==> src/rtl/lpn_pkg.sv <==
// ============================================================================
// Module : lpn_pkg
// Brief  : Shared types, default sizes and width helpers for the LPN row selector.
// Rev    : 1.0
// ============================================================================
`default_nettype none

package lpn_pkg;

    typedef enum logic [1:0] {
        IDLE  = 2'd0,
        RUN   = 2'd1,
        DONE  = 2'd2,
        FAULT = 2'd3
    } rowsel_state_t;

    localparam int DEF_DATA_W    = 128;
    localparam int DEF_ROW_BEATS = 4;
    localparam int DEF_N_ROWS    = 450;
    localparam int DEF_K_ROWS    = 128;

    // Counter width that never collapses to zero bits for tiny configurations.
    function automatic int cnt_w(input int n);
        return (n < 2) ? 1 : $clog2(n);
    endfunction

    localparam int ROW_CNT_W  = cnt_w(DEF_N_ROWS);
    localparam int SEL_CNT_W  = cnt_w(DEF_K_ROWS + 1);
    localparam int BEAT_CNT_W = cnt_w(DEF_ROW_BEATS);

endpackage

`default_nettype wire

==> src/rtl/lpn_axis_skid.sv <==
// ============================================================================
// Module : lpn_axis_skid
// Brief  : Two-entry AXI-Stream skid buffer; in_ready is a pure register output.
// Rev    : 1.0
// ============================================================================
`default_nettype none

module lpn_axis_skid #(
    parameter int WIDTH = 138
) (
    input  logic             clk,
    input  logic             resetn,
    input  logic             in_valid,
    output logic             in_ready,
    input  logic [WIDTH-1:0] in_data,
    output logic             out_valid,
    input  logic             out_ready,
    output logic [WIDTH-1:0] out_data,
    output logic             empty
);

    logic             r_out_valid;
    logic [WIDTH-1:0] r_out_data;
    logic             r_skid_valid;
    logic [WIDTH-1:0] r_skid_data;

    always_ff @(posedge clk or negedge resetn) begin
        if (!resetn) begin
            r_out_valid  <= 1'b0;
            r_out_data   <= '0;
            r_skid_valid <= 1'b0;
            r_skid_data  <= '0;
        end else if (out_ready || !r_out_valid) begin
            // Output slot frees up: refill from the skid entry first to keep order.
            if (r_skid_valid) begin
                r_out_valid  <= 1'b1;
                r_out_data   <= r_skid_data;
                r_skid_valid <= 1'b0;
            end else begin
                r_out_valid <= in_valid;
                r_out_data  <= in_data;
            end
        end else if (in_valid && !r_skid_valid) begin
            r_skid_valid <= 1'b1;
            r_skid_data  <= in_data;
        end
    end

    assign in_ready  = !r_skid_valid;
    assign out_valid = r_out_valid;
    assign out_data  = r_out_data;
    assign empty     = !r_out_valid && !r_skid_valid;

endmodule

`default_nettype wire

==> src/rtl/lpn_row_selector.sv <==
// ============================================================================
// Module : lpn_row_selector
// Brief  : AXI-Stream row filter forwarding the first K_ROWS selected matrix rows.
//          Define LPN_ROWSEL_SKID_EN to register the output path through a skid buffer.
// Rev    : 1.0
// ============================================================================
`default_nettype none

module lpn_row_selector
    import lpn_pkg::*;
#(
    parameter int DATA_W    = 128,
    parameter int ROW_BEATS = 4,
    parameter int N_ROWS    = 450,
    parameter int K_ROWS    = 128
) (
    input  logic                      clk,
    input  logic                      resetn,
    input  logic                      start,
    input  logic [N_ROWS-1:0]         sel_vec,
    input  logic [DATA_W-1:0]         s_tdata,
    input  logic                      s_tvalid,
    output logic                      s_tready,
    input  logic                      s_tlast,
    output logic [DATA_W-1:0]         m_tdata,
    output logic                      m_tvalid,
    input  logic                      m_tready,
    output logic                      m_tlast,
    output logic [$clog2(N_ROWS)-1:0] row_idx,
    output logic                      busy,
    output logic                      done,
    output logic                      fault
);

    localparam int c_ROW_W  = $clog2(N_ROWS);
    localparam int c_SEL_W  = cnt_w(K_ROWS + 1);
    localparam int c_BEAT_W = cnt_w(ROW_BEATS);
    localparam int c_SKID_W = DATA_W + c_ROW_W + 1;

    rowsel_state_t       r_state;
    rowsel_state_t       w_state_next;
    logic [N_ROWS-1:0]   r_sel_vec;
    logic [c_BEAT_W-1:0] r_beat_cnt;
    logic [c_ROW_W-1:0]  r_row_cnt;
    logic [c_SEL_W-1:0]  r_sel_cnt;
    logic                r_fault;

    logic                w_run;
    logic                w_start_ok;
    logic                w_last_beat;
    logic                w_last_row;
    logic                w_fwd_row;
    logic                w_frame_err;
    logic                w_fwd_ready;
    logic                w_accept;
    logic                w_row_end;
    logic                w_pass_end;
    logic                w_sel_inc;
    logic                w_short_sel;
    logic                w_drained;
    logic                w_fwd_valid;
    logic [DATA_W-1:0]   w_fwd_data;
    logic [c_ROW_W-1:0]  w_fwd_row_idx;
    logic                w_fwd_last;

    assign w_run       = (r_state == RUN);
    assign w_start_ok  = start && ((r_state == IDLE) || (r_state == FAULT));
    assign w_last_beat = (r_beat_cnt == c_BEAT_W'(ROW_BEATS - 1));
    assign w_last_row  = (r_row_cnt == c_ROW_W'(N_ROWS - 1));
    // Decision is stable for a whole row because sel_cnt only moves at row end.
    assign w_fwd_row   = r_sel_vec[r_row_cnt] && (r_sel_cnt < c_SEL_W'(K_ROWS));
    assign w_frame_err = w_run && s_tvalid && (s_tlast != w_last_beat);

    // A mis-framed beat is swallowed so the fault is taken regardless of m_tready.
    always_comb begin
        s_tready = 1'b0;
        if (w_run) begin
            if (w_frame_err || !w_fwd_row) begin
                s_tready = 1'b1;
            end else begin
                s_tready = w_fwd_ready;
            end
        end
    end

    assign w_accept    = s_tvalid && s_tready && !w_frame_err;
    assign w_row_end   = w_accept && w_last_beat;
    assign w_pass_end  = w_row_end && w_last_row;
    assign w_sel_inc   = w_row_end && w_fwd_row;
    assign w_short_sel = (r_sel_cnt + c_SEL_W'(w_sel_inc)) < c_SEL_W'(K_ROWS);

    assign w_fwd_valid   = w_run && w_fwd_row && s_tvalid && !w_frame_err;
    assign w_fwd_data    = w_fwd_valid ? s_tdata : '0;
    assign w_fwd_row_idx = w_fwd_valid ? r_row_cnt : '0;
    assign w_fwd_last    = w_fwd_valid && w_last_beat;

`ifdef LPN_ROWSEL_SKID_EN
    logic                w_skid_in_ready;
    logic                w_skid_empty;
    logic [c_SKID_W-1:0] w_skid_out;

    lpn_axis_skid #(
        .WIDTH (c_SKID_W)
    ) u_skid (
        .clk       (clk),
        .resetn    (resetn),
        .in_valid  (w_fwd_valid),
        .in_ready  (w_skid_in_ready),
        .in_data   ({w_fwd_data, w_fwd_row_idx, w_fwd_last}),
        .out_valid (m_tvalid),
        .out_ready (m_tready),
        .out_data  (w_skid_out),
        .empty     (w_skid_empty)
    );

    assign {m_tdata, row_idx, m_tlast} = w_skid_out;
    assign w_fwd_ready = w_skid_in_ready;
    assign w_drained   = w_skid_empty;
`else
    assign m_tvalid    = w_fwd_valid;
    assign m_tdata     = w_fwd_data;
    assign row_idx     = w_fwd_row_idx;
    assign m_tlast     = w_fwd_last;
    assign w_fwd_ready = m_tready;
    assign w_drained   = 1'b1;
`endif

    always_ff @(posedge clk or negedge resetn) begin
        if (!resetn) begin
            r_state <= IDLE;
        end else begin
            r_state <= w_state_next;
        end
    end

    always_comb begin
        w_state_next = r_state;
        case (r_state)
            IDLE:    if (start) w_state_next = RUN;
            RUN: begin
                if (w_frame_err) begin
                    w_state_next = FAULT;
                end else if (w_pass_end) begin
                    w_state_next = DONE;
                end
            end
            DONE:    if (w_drained) w_state_next = IDLE;
            FAULT:   if (start) w_state_next = RUN;
            default: w_state_next = IDLE;
        endcase
    end

    always_comb begin
        busy  = w_run;
        done  = (r_state == DONE) && w_drained;
        fault = r_fault;
    end

    always_ff @(posedge clk or negedge resetn) begin
        if (!resetn) begin
            r_sel_vec  <= '0;
            r_beat_cnt <= '0;
            r_row_cnt  <= '0;
            r_sel_cnt  <= '0;
            r_fault    <= 1'b0;
        end else if (w_start_ok) begin
            r_sel_vec  <= sel_vec;
            r_beat_cnt <= '0;
            r_row_cnt  <= '0;
            r_sel_cnt  <= '0;
            r_fault    <= 1'b0;
        end else begin
            if (w_accept) begin
                r_beat_cnt <= w_last_beat ? '0 : r_beat_cnt + 1'b1;
                if (w_last_beat) begin
                    r_row_cnt <= r_row_cnt + 1'b1;
                end
                if (w_sel_inc) begin
                    r_sel_cnt <= r_sel_cnt + 1'b1;
                end
            end
            if (w_frame_err || (w_pass_end && w_short_sel)) begin
                r_fault <= 1'b1;
            end
        end
    end

endmodule

`default_nettype wire
==> config.mk <==
export PLATFORM = sky130hd
export DESIGN_NAME = lpn_row_selector
export DESIGN_NICKNAME = d
export VERILOG_FILES = /design/src/rtl/lpn_pkg.sv /design/src/rtl/lpn_axis_skid.sv /design/src/rtl/lpn_row_selector.sv
export SDC_FILE = /design/constraint.sdc
export NUM_CORES = 1
export LEC_CHECK = 0
export CORE_AREA = 3 3 283 285
export CTS_CLUSTER_DIAMETER = 60
export CTS_CLUSTER_SIZE = 16
export DETAILED_ROUTE_END_ITERATION = 8
export DIE_AREA = 0 0 286 288
export PLACE_DENSITY_LB_ADDON = 0.05
export SLEW_MARGIN = 5
export SYNTH_ARGS = -nofsm -noshare
export SYNTH_HDL_FRONTEND = slang
export SYNTH_SLANG_ARGS = --single-unit
export TNS_END_PERCENT = 30
==> constraint.sdc <==
create_clock -name clk -period 11.2 [get_ports clk]
set_clock_uncertainty 0.2 [all_clocks]
set_input_delay 2.24 -clock clk [delete_from_list [all_inputs] [get_ports clk]]
set_output_delay 2.24 -clock clk [all_outputs]
set_load 0.05 [all_outputs]
==> impl_summary.md, run 1 <==
Status
The flow ran to the end, and the final reports show no timing, DRC or antenna violations.

Synthesis
The portion of synthesized cell area occupied by the leading cell type is 51.2%. The synthesized netlist devotes 3.47% of its cell area to compound gates. In this run, synthesis inferred 0 flip-flops with an integrated enable. The largest family of logic cells by synthesized area is simple AND/OR/NAND/NOR gates. The synthesized net count is roughly 3.2k. The simple-gate share of the synthesized area is between 20% and 30%.

The share of synthesized cell area in full adder, half adder and majority cells is less than 1%. The number of different library cells used by synthesis comes to 60. In this run, synthesis produced a sequential element count of roughly 470. The cell type with the largest total area after synthesis is sky130_fd_sc_hd__dfrtp_1. By area the synthesized netlist is led by sky130_fd_sc_hd__dfrtp_1 (51%), sky130_fd_sc_hd__nand2_1 (23%), sky130_fd_sc_hd__mux2i_1 (4.9%). After synthesis, the share of cell area in mux cells is 12.3%. The area of the mapped netlist is roughly 23000 um^2. The mean instance size in the synthesized netlist is 8.93 um^2. After Yosys synthesis, XOR and XNOR cells account for 0.114% of the synthesized area.

The warning count from the yosys run is 0. After synthesis, the share of flip-flops with an asynchronous set or reset is 100%. The post-synthesis cell count is ~2.6k. Among all flip-flop cells after synthesis, the most frequent one is sky130_fd_sc_hd__dfrtp_1. The sequential-to-total area share from yosys stat is roughly half.

Timing
The max-slew violation count is 0. Dividing the final minimum period by the clock period gives approximately four fifths. The normalized max-slew margin is approximately a quarter. Setup violations remaining at the end of the flow were counted as 0. The minimum clock period is approximately 9000 ps. At the pin with the least slew margin, the transition time is roughly 1100 ps. The post-route worst setup slack is roughly 2200 ps. For the final routed database, the setup TNS stands at 0 ps. The achievable frequency is about 0.11 GHz.

The final number of hold-violating endpoints is 0. Setup repair after global routing left no endpoint under its margin.

Place
The placer congestion estimate is about 1.0. Detailed placement finished with a half-perimeter wire length of around 75000 um. The placed cell area is ~31000 um^2. In this run the tool buffered the top-level ports with 726 buffer cells. The post-placement setup slack is between 2000 and 3000 ps.

Floorplan
The placement row count is slightly above 100. Once the floorplan was initialized, standard cells occupied between 20% and 30% of the core. The standard cell core area is 77600 um^2. The total I/O pin count is just over 700. The die height is 288 um.

The die area is 82400 um^2. The die is roughly 290 um wide.

Power and ir drop
The static leakage is 14.9 nW. The highest ir drop seen on vdd is about 0.16 mV. For this design the ratio of total power to cell area is about 220 nW/um^2.

Clocking
Once the clock tree was built, the setup fixing pass inserted 0 buffers. Counting the buffers created by CTS gives 46. The count of cells resized by post-cts repair is 0. Buffers inserted to repair hold after CTS numbered 0. The clock passes through at most 3 buffers. The clock reaches the later pin of the worst-skew pair after 590 ps. The TritonCTS clock tree is done. After clock tree synthesis, the clock-pin slew on the worst setup and hold paths is ~70 ps.

The total clock sinks is around 470. The maximum level of the CTS H-tree is 2. The root cell of the clock tree is sky130_fd_sc_hd__clkbuf_16.

Run
The tool flagged a number of max-cap violations equal to 0.

Layout
In the final layout, the share of cells above drive strength 1 is roughly 5%. The signed area change from the synthesized netlist to the final layout is 41.5%. The number of nets in the final layout is ~3.8k. The number of filler cells placed in the layout is around 7.7k. Across the whole layout, storage elements account for ~12000 um^2. The area of the multi-input gates is around 10000 um^2.

Once layout is complete, the utilization of the core stands at between 40% and 50%. The finished cells cover about 33000 um^2.

GRT
The met3 capacity usage during global routing is under 10%. The overall routing resource usage is roughly a quarter. Entering global routing, the biggest net connects approximately 190 pins.

The first-pass GRT wire length is between 100000 and 150000 um. In the global route stage, met1 resource usage came out at between 20% and 30%. The layer flagged by global routing as most heavily used is met2. In the global route stage, met2 resource usage came out at 42.9%. The via count of the first global-routing pass came to 21.2k. After global routing the overflow that remains totals 0. The initial antenna violation count is 13.

Routing
After detailed routing, the number of remaining DRC violations is 0. The first detailed-routing pass took 5 iterations. Once detail routing completed, the nets flagged for antenna violations numbered 0. The average via count per standard cell is roughly 4.8. For this block, the routed nets add up to around 100000 um of wire. The first routing iteration left 1284 violations. The post-detailed-route wirelength per cell is roughly 23 um. The total vias in the final route is approximately 21k.

Worst setup path
The largest driver fanout on the critical path is 134. For the worst setup path, the data arrival time is between 6000 and 7000 ps. The critical path endpoint category is an output pin.

The setup path with the least slack is of type reg -> out. STA classifies the critical path startpoint as a register. Data on the critical path is required at its endpoint by 8760 ps.

Min path
The worst hold path belongs to the class reg -> reg.
where the power goes:
part | total [mW] | internal (mW) | switching, mW
logic | 2.69 | 1.04 | 1.64
registers | 2.91 | 2.50 | 0.414
clock network | 1.69 | 0.958 | 0.735
final timing paths:
check,slack [ps],endpoint,startpoint,depth (start not counted)
min reg2reg,270,r_sel_vec[422],r_sel_vec[422],2
max,2180,m_tdata[6],r_row_cnt[0],12
max in group asynchronous,6830,r_row_cnt[0],resetn,3
min,270,r_sel_vec[422],r_sel_vec[422],2
min in group asynchronous,1470,r_sel_vec[413],resetn,1
max reg2reg,6040,r_row_cnt[7],r_row_cnt[0],10
Yosys cell counts, types with 3 or more instances:
master	instances
sky130_fd_sc_hd__a22o_1	3
sky130_fd_sc_hd__ha_1	6
sky130_fd_sc_hd__o31ai_1	8
sky130_fd_sc_hd__nor3_1	12
sky130_fd_sc_hd__nand2b_1	5
sky130_fd_sc_hd__buf_6	8
sky130_fd_sc_hd__nor2_1	16
sky130_fd_sc_hd__buf_4	13
sky130_fd_sc_hd__a31oi_1	6
sky130_fd_sc_hd__a41oi_1	4
sky130_fd_sc_hd__a22oi_1	35
sky130_fd_sc_hd__inv_1	11
sky130_fd_sc_hd__and3_1	5
sky130_fd_sc_hd__buf_2	21
sky130_fd_sc_hd__dfrtp_1	472
sky130_fd_sc_hd__nand4_1	6
sky130_fd_sc_hd__nand3b_1	3
sky130_fd_sc_hd__nor2b_1	4
sky130_fd_sc_hd__nand2_1	1389
sky130_fd_sc_hd__or4_1	7
sky130_fd_sc_hd__nor4_1	6
sky130_fd_sc_hd__o211ai_1	4
sky130_fd_sc_hd__mux4_1	27
sky130_fd_sc_hd__and2_1	137
sky130_fd_sc_hd__o311ai_0	3
sky130_fd_sc_hd__buf_12	4
sky130_fd_sc_hd__a21oi_1	18
sky130_fd_sc_hd__mux2i_1	114
sky130_fd_sc_hd__o41ai_1	3
sky130_fd_sc_hd__clkbuf_2	6
sky130_fd_sc_hd__nand3_1	26
sky130_fd_sc_hd__buf_1	6
sky130_fd_sc_hd__mux4_2	41
sky130_fd_sc_hd__clkbuf_1	108
sky130_fd_sc_hd__a211oi_1	4
sky130_fd_sc_hd__o22ai_1	3
sky130_fd_sc_hd__mux2_2	5
sky130_fd_sc_hd__o21ai_0	5
sky130_fd_sc_hd__a2111oi_0	3
flip-flops by register name, summed over array words and instances (netlist names):
name	flops
r_row_cnt	9
fault	1
r_beat_cnt	2
r_sel_vec	450
r_state	2
r_sel_cnt	8
layout make-up:
type / count / share of cell area [%]
tap: 1040 / 3.99
sequential: 472 / 36.2
antenna: 7 / 0.0537
inverter: 11 / 0.126
clock buffer: 54 / 3.75
multi-input combinational: 1932 / 31.9
timing repair buffer: 744 / 22.8
clock inverter: 30 / 1.17
stage by stage:
step	std cells	total power, mW	hold slack [ps]
final	4290	7.29	269
after global routing	4286	7.84	291
after CTS	4283	7.38	271
after detailed placement	4199	5.65	254
after global placement	4199	5.57	250
after floorplan	2583	4.66	237
layer usage:
layer	up-vias	share of wire, %
met5	-	0.039
met4	6	2.0
met3	99	5.9
met2	643	52
met1	10200	40
li1	9601	-
kinds of logic after synthesis:
group,after synthesis
simple gates,1626
flops,472
mux,187
buf+inv,179
compound gates,110
fa+ha+maj,6
xor+xnor,3
worst max-delay path, stage by stage (launching register included):
cell                              delay, ps
sky130_fd_sc_hd__dfrtp_4               1070
sky130_fd_sc_hd__buf_4                  660
sky130_fd_sc_hd__mux4_1                 360
sky130_fd_sc_hd__mux2_2                 160
sky130_fd_sc_hd__nand2_1                 60
sky130_fd_sc_hd__o311ai_0               170
sky130_fd_sc_hd__nor4_1                 160
sky130_fd_sc_hd__a2111oi_2              650
sky130_fd_sc_hd__nand3_1                520
sky130_fd_sc_hd__nor2_4                 210
sky130_fd_sc_hd__buf_4                  730
sky130_fd_sc_hd__and2_1                 240
sky130_fd_sc_hd__clkdlybuf4s50_1        840
cell usage in the layout (no fill, tap or decap), types with 7 or more instances in the layout:
cell type                         Yosys  routed
sky130_fd_sc_hd__mux4_1              27      27
sky130_fd_sc_hd__mux4_2              41      41
sky130_fd_sc_hd__nand3_1             26      26
sky130_fd_sc_hd__mux2i_1            114     114
sky130_fd_sc_hd__diode_2              0       7
sky130_fd_sc_hd__bufinv_16            0       7
sky130_fd_sc_hd__clkinv_2             0       8
sky130_fd_sc_hd__nand2_1           1389    1388
sky130_fd_sc_hd__inv_1               11      11
sky130_fd_sc_hd__a22oi_1             35      35
sky130_fd_sc_hd__clkdlybuf4s50_1      0     725
sky130_fd_sc_hd__or4_1                7       7
sky130_fd_sc_hd__and2_1             137     135
sky130_fd_sc_hd__o31ai_1              8       8
sky130_fd_sc_hd__buf_4               13      15
sky130_fd_sc_hd__clkbuf_16            0      47
sky130_fd_sc_hd__inv_6                0       8
sky130_fd_sc_hd__nor2_1              16      14
sky130_fd_sc_hd__dfrtp_1            472     468
sky130_fd_sc_hd__a21oi_1             18      18
sky130_fd_sc_hd__nor3_1              12      12
No activity file was read; power rests on OpenSTA's default activity.
==> inputs of run 2 (changes only) <==
clock period = 7.6 ns   (was 11.2 ns; I/O delays follow)
==> impl_summary.md, run 2 (synthesis results as in run 1) <==
Routing
The total wire length after detailed routing came to 101000 um (+0.50%). The total DRC errors in the routed layout was 0 (unchanged). The number of DRC violations after detailed-routing iteration 0 is 1361 (+6.0%).

The length of the first detailed-routing pass in iterations came to 5 (unchanged). The number of routed nets with antenna violations is 0 (unchanged). The average via count per standard cell is 4.76 (-0.50%). The total vias in the final route is 20.4k (-0.43%). The post-detailed-route wirelength per cell is 23.6 um (+0.43%).

Clocking
The total clock sinks was 472 (unchanged). The clock latency on the worst-skew pair was 590 ps (about the same). The count of cells resized by post-cts repair came to 0 (unchanged).

The clock tree buffer depth is 3 (unchanged). The root cell of the clock tree is sky130_fd_sc_hd__clkbuf_16. The clock slew at the register clock pins of the worst setup and hold paths is 60 ps (about the same). The hold buffer count at CTS was 0 (unchanged). The number of setup buffers added after CTS is 0 (unchanged).

The TritonCTS buffer count is 45 (-2.2%). The TritonCTS clock tree is done. The maximum level of the CTS H-tree is 2 (unchanged).

GRT
The initial antenna violation count is 27 (+14). The first-pass GRT wire length is 145000 um (+0.11%). The via count of the first global-routing pass is 21.0k (-1.1%). The total overflow reported by the global router was 0 (unchanged).

The overall routing resource usage came to 23.9% (+0.16 points). The largest net degree at the start of global routing is 246 (+31%).

Min path
The worst min-delay path class is reg -> reg.

Floorplan
The placement row count is 102 (unchanged). The floorplan die width is 286 um (unchanged). The effective utilization at floorplan came to 29.7% (unchanged). The die area was 82400 um^2 (unchanged). The die height came to 288 um (unchanged). The standard cell core area was 77600 um^2 (unchanged). The total I/O pin count was 727 (unchanged).

Place
The count of buffers inserted at the top-level ports is 726 (unchanged). The placed cell area is 32500 um^2 (+4.8%). The placer congestion estimate came to 1.02 (-2.9%). The half-perimeter wire length after detailed placement is 76200 um (+1.7%). The post-placement setup slack came to 955 ps (-1740 ps). The number of placed instances, taps included is 4202 (+0.071%).

Run
The max-capacitance violation count was 0 (unchanged).

Layout
The largest registers in the layout are r_sel_vec (450), r_row_cnt (9), r_sel_cnt (8). The number of flip-flops in the largest register was 450 (unchanged). The library cells used most frequently in the layout, excluding fill and tap cells, are sky130_fd_sc_hd__nand2_1 (1388), sky130_fd_sc_hd__clkdlybuf4s50_1 (585), sky130_fd_sc_hd__dfrtp_1 (468).

The final design instance area without fill is 34000 um^2 (+4.2%). The most common cell after layout, fill and taps aside is sky130_fd_sc_hd__nand2_1. The number of nets in the final layout is 3799 (+0.053%). The fraction of layout cells with a size suffix above 1 came to 9.44% (+4.4 points). From synthesis to final layout, the design area changed by 47.5%. The non-filler instance count after layout is 4293 (+0.070%).

The register with the most flip-flops in the final layout is r_sel_vec.

Status
The flow ran to the end, and the final reports show no timing, DRC or antenna violations.

Power and ir drop
The power per cell area came to 318 nW/um^2 (+43%). The highest ir drop seen on vdd was 0.272 mV (+69%). The static leakage is 15.6 nW (+4.4%).

Worst setup path
The largest driver fanout on the critical path is 134 (unchanged). The worst setup path is captured at an output pin. The category of the worst setup path launch point is a register. The worst setup path is of the reg -> out kind. The required time at the endpoint of the critical path is 5880 ps (-2880 ps). The data arrival time at the worst-slack endpoint was 5480 ps (-1100 ps).

Timing
The smallest clock period supported by the final layout is computed as ~7000 ps. The final setup violation count is 0 (unchanged). The max-slew violation count came to 0 (unchanged). The actual slew at the worst max-slew pin was 1200 ps (+85.0 ps).

The final sum of negative setup slack was 0 ps (unchanged). Setup repair after global routing left no endpoint under its margin. The normalized max-slew margin is 19.8% (-5.7 points). The achievable frequency is 0.139 GHz.

The final number of hold-violating endpoints is 0 (unchanged). The final critical path takes up 94.8% of the cycle. The post-route worst setup slack was 399 ps (-1780 ps).
[run 2: layout make-up]
cell class / count / area [um^2]
repair buffers: 747 / 8920
clock buffers: 54 / 1230
clock inverters: 26 / 282
fillers: 7615 / 43600
diodes: 11 / 27.5
multi-input cells: 1932 / 10400
flip-flops and latches: 472 / 11800
inverters: 11 / 41.3
well taps: 1040 / 1300
[run 2: routing by layer]
metal / vias to the layer above / part of all wire [%] / GRT usage [%]
li1: 9594 / - / -
met3: 108 / 6.0 / 4.77
met4: 24 / 1.8 / 5.48
met2: 605 / 51 / 42.3
met5: - / 0.16 / 0
met1: 10100 / 41 / 30.0
[run 2: power by group]
| part | internal (mW) | switching, mW |
|---|---|---|
| registers | 3.68 | 0.609 |
| logic | 1.73 | 2.46 |
| clock network | 1.28 | 1.08 |
| total | 6.69 | 4.15 |
[run 2: path summary, 6_finish.rpt]
check | start | end | slack (ps) | cells after the start
max | r_row_cnt[3] | m_tdata[15] | 400 | 12
min | r_sel_vec[46] | r_sel_vec[46] | 270 | 2
max reg2reg | r_row_cnt[3] | r_sel_cnt[5] | 2590 | 9
min reg2reg | r_sel_vec[46] | r_sel_vec[46] | 270 | 2
max in group asynchronous | resetn | r_sel_vec[51] | 4780 | 2
min in group asynchronous | resetn | r_sel_vec[413] | 780 | 1
[run 2: critical path: stages, from the launching register on]
cell	delay [ps]
sky130_fd_sc_hd__dfrtp_2	850
sky130_fd_sc_hd__nand2b_1	740
sky130_fd_sc_hd__nor3_1	110
sky130_fd_sc_hd__a2111oi_0	840
sky130_fd_sc_hd__and3_1	280
sky130_fd_sc_hd__nor3_1	80
sky130_fd_sc_hd__a2111oi_2	590
sky130_fd_sc_hd__nand3_1	150
sky130_fd_sc_hd__buf_4	210
sky130_fd_sc_hd__nor2_4	130
sky130_fd_sc_hd__buf_12	320
sky130_fd_sc_hd__and2_1	280
sky130_fd_sc_hd__buf_12	160
[run 2: metrics by stage]
| step | total power [mW] | hold slack [ps] | util (%) |
|---|---|---|---|
| 5_1_grt | 11.7 | 286 | 43.8 |
| 2_1_floorplan | 6.86 | 237 | - |
| 6_report | 10.8 | 268 | 43.9 |
| 4_1_cts | 11.0 | 273 | 43.8 |
| 3_3_place_gp | 8.46 | 251 | 41.9 |
| 3_5_place_dp | 8.57 | 255 | 41.9 |
==> inputs of run 3 (changes only) <==
SKIP_LAST_GASP = 1   (was not set)
==> results of run 3 <==
No change in the layout: final DEF, timing and power equal those of run 2.
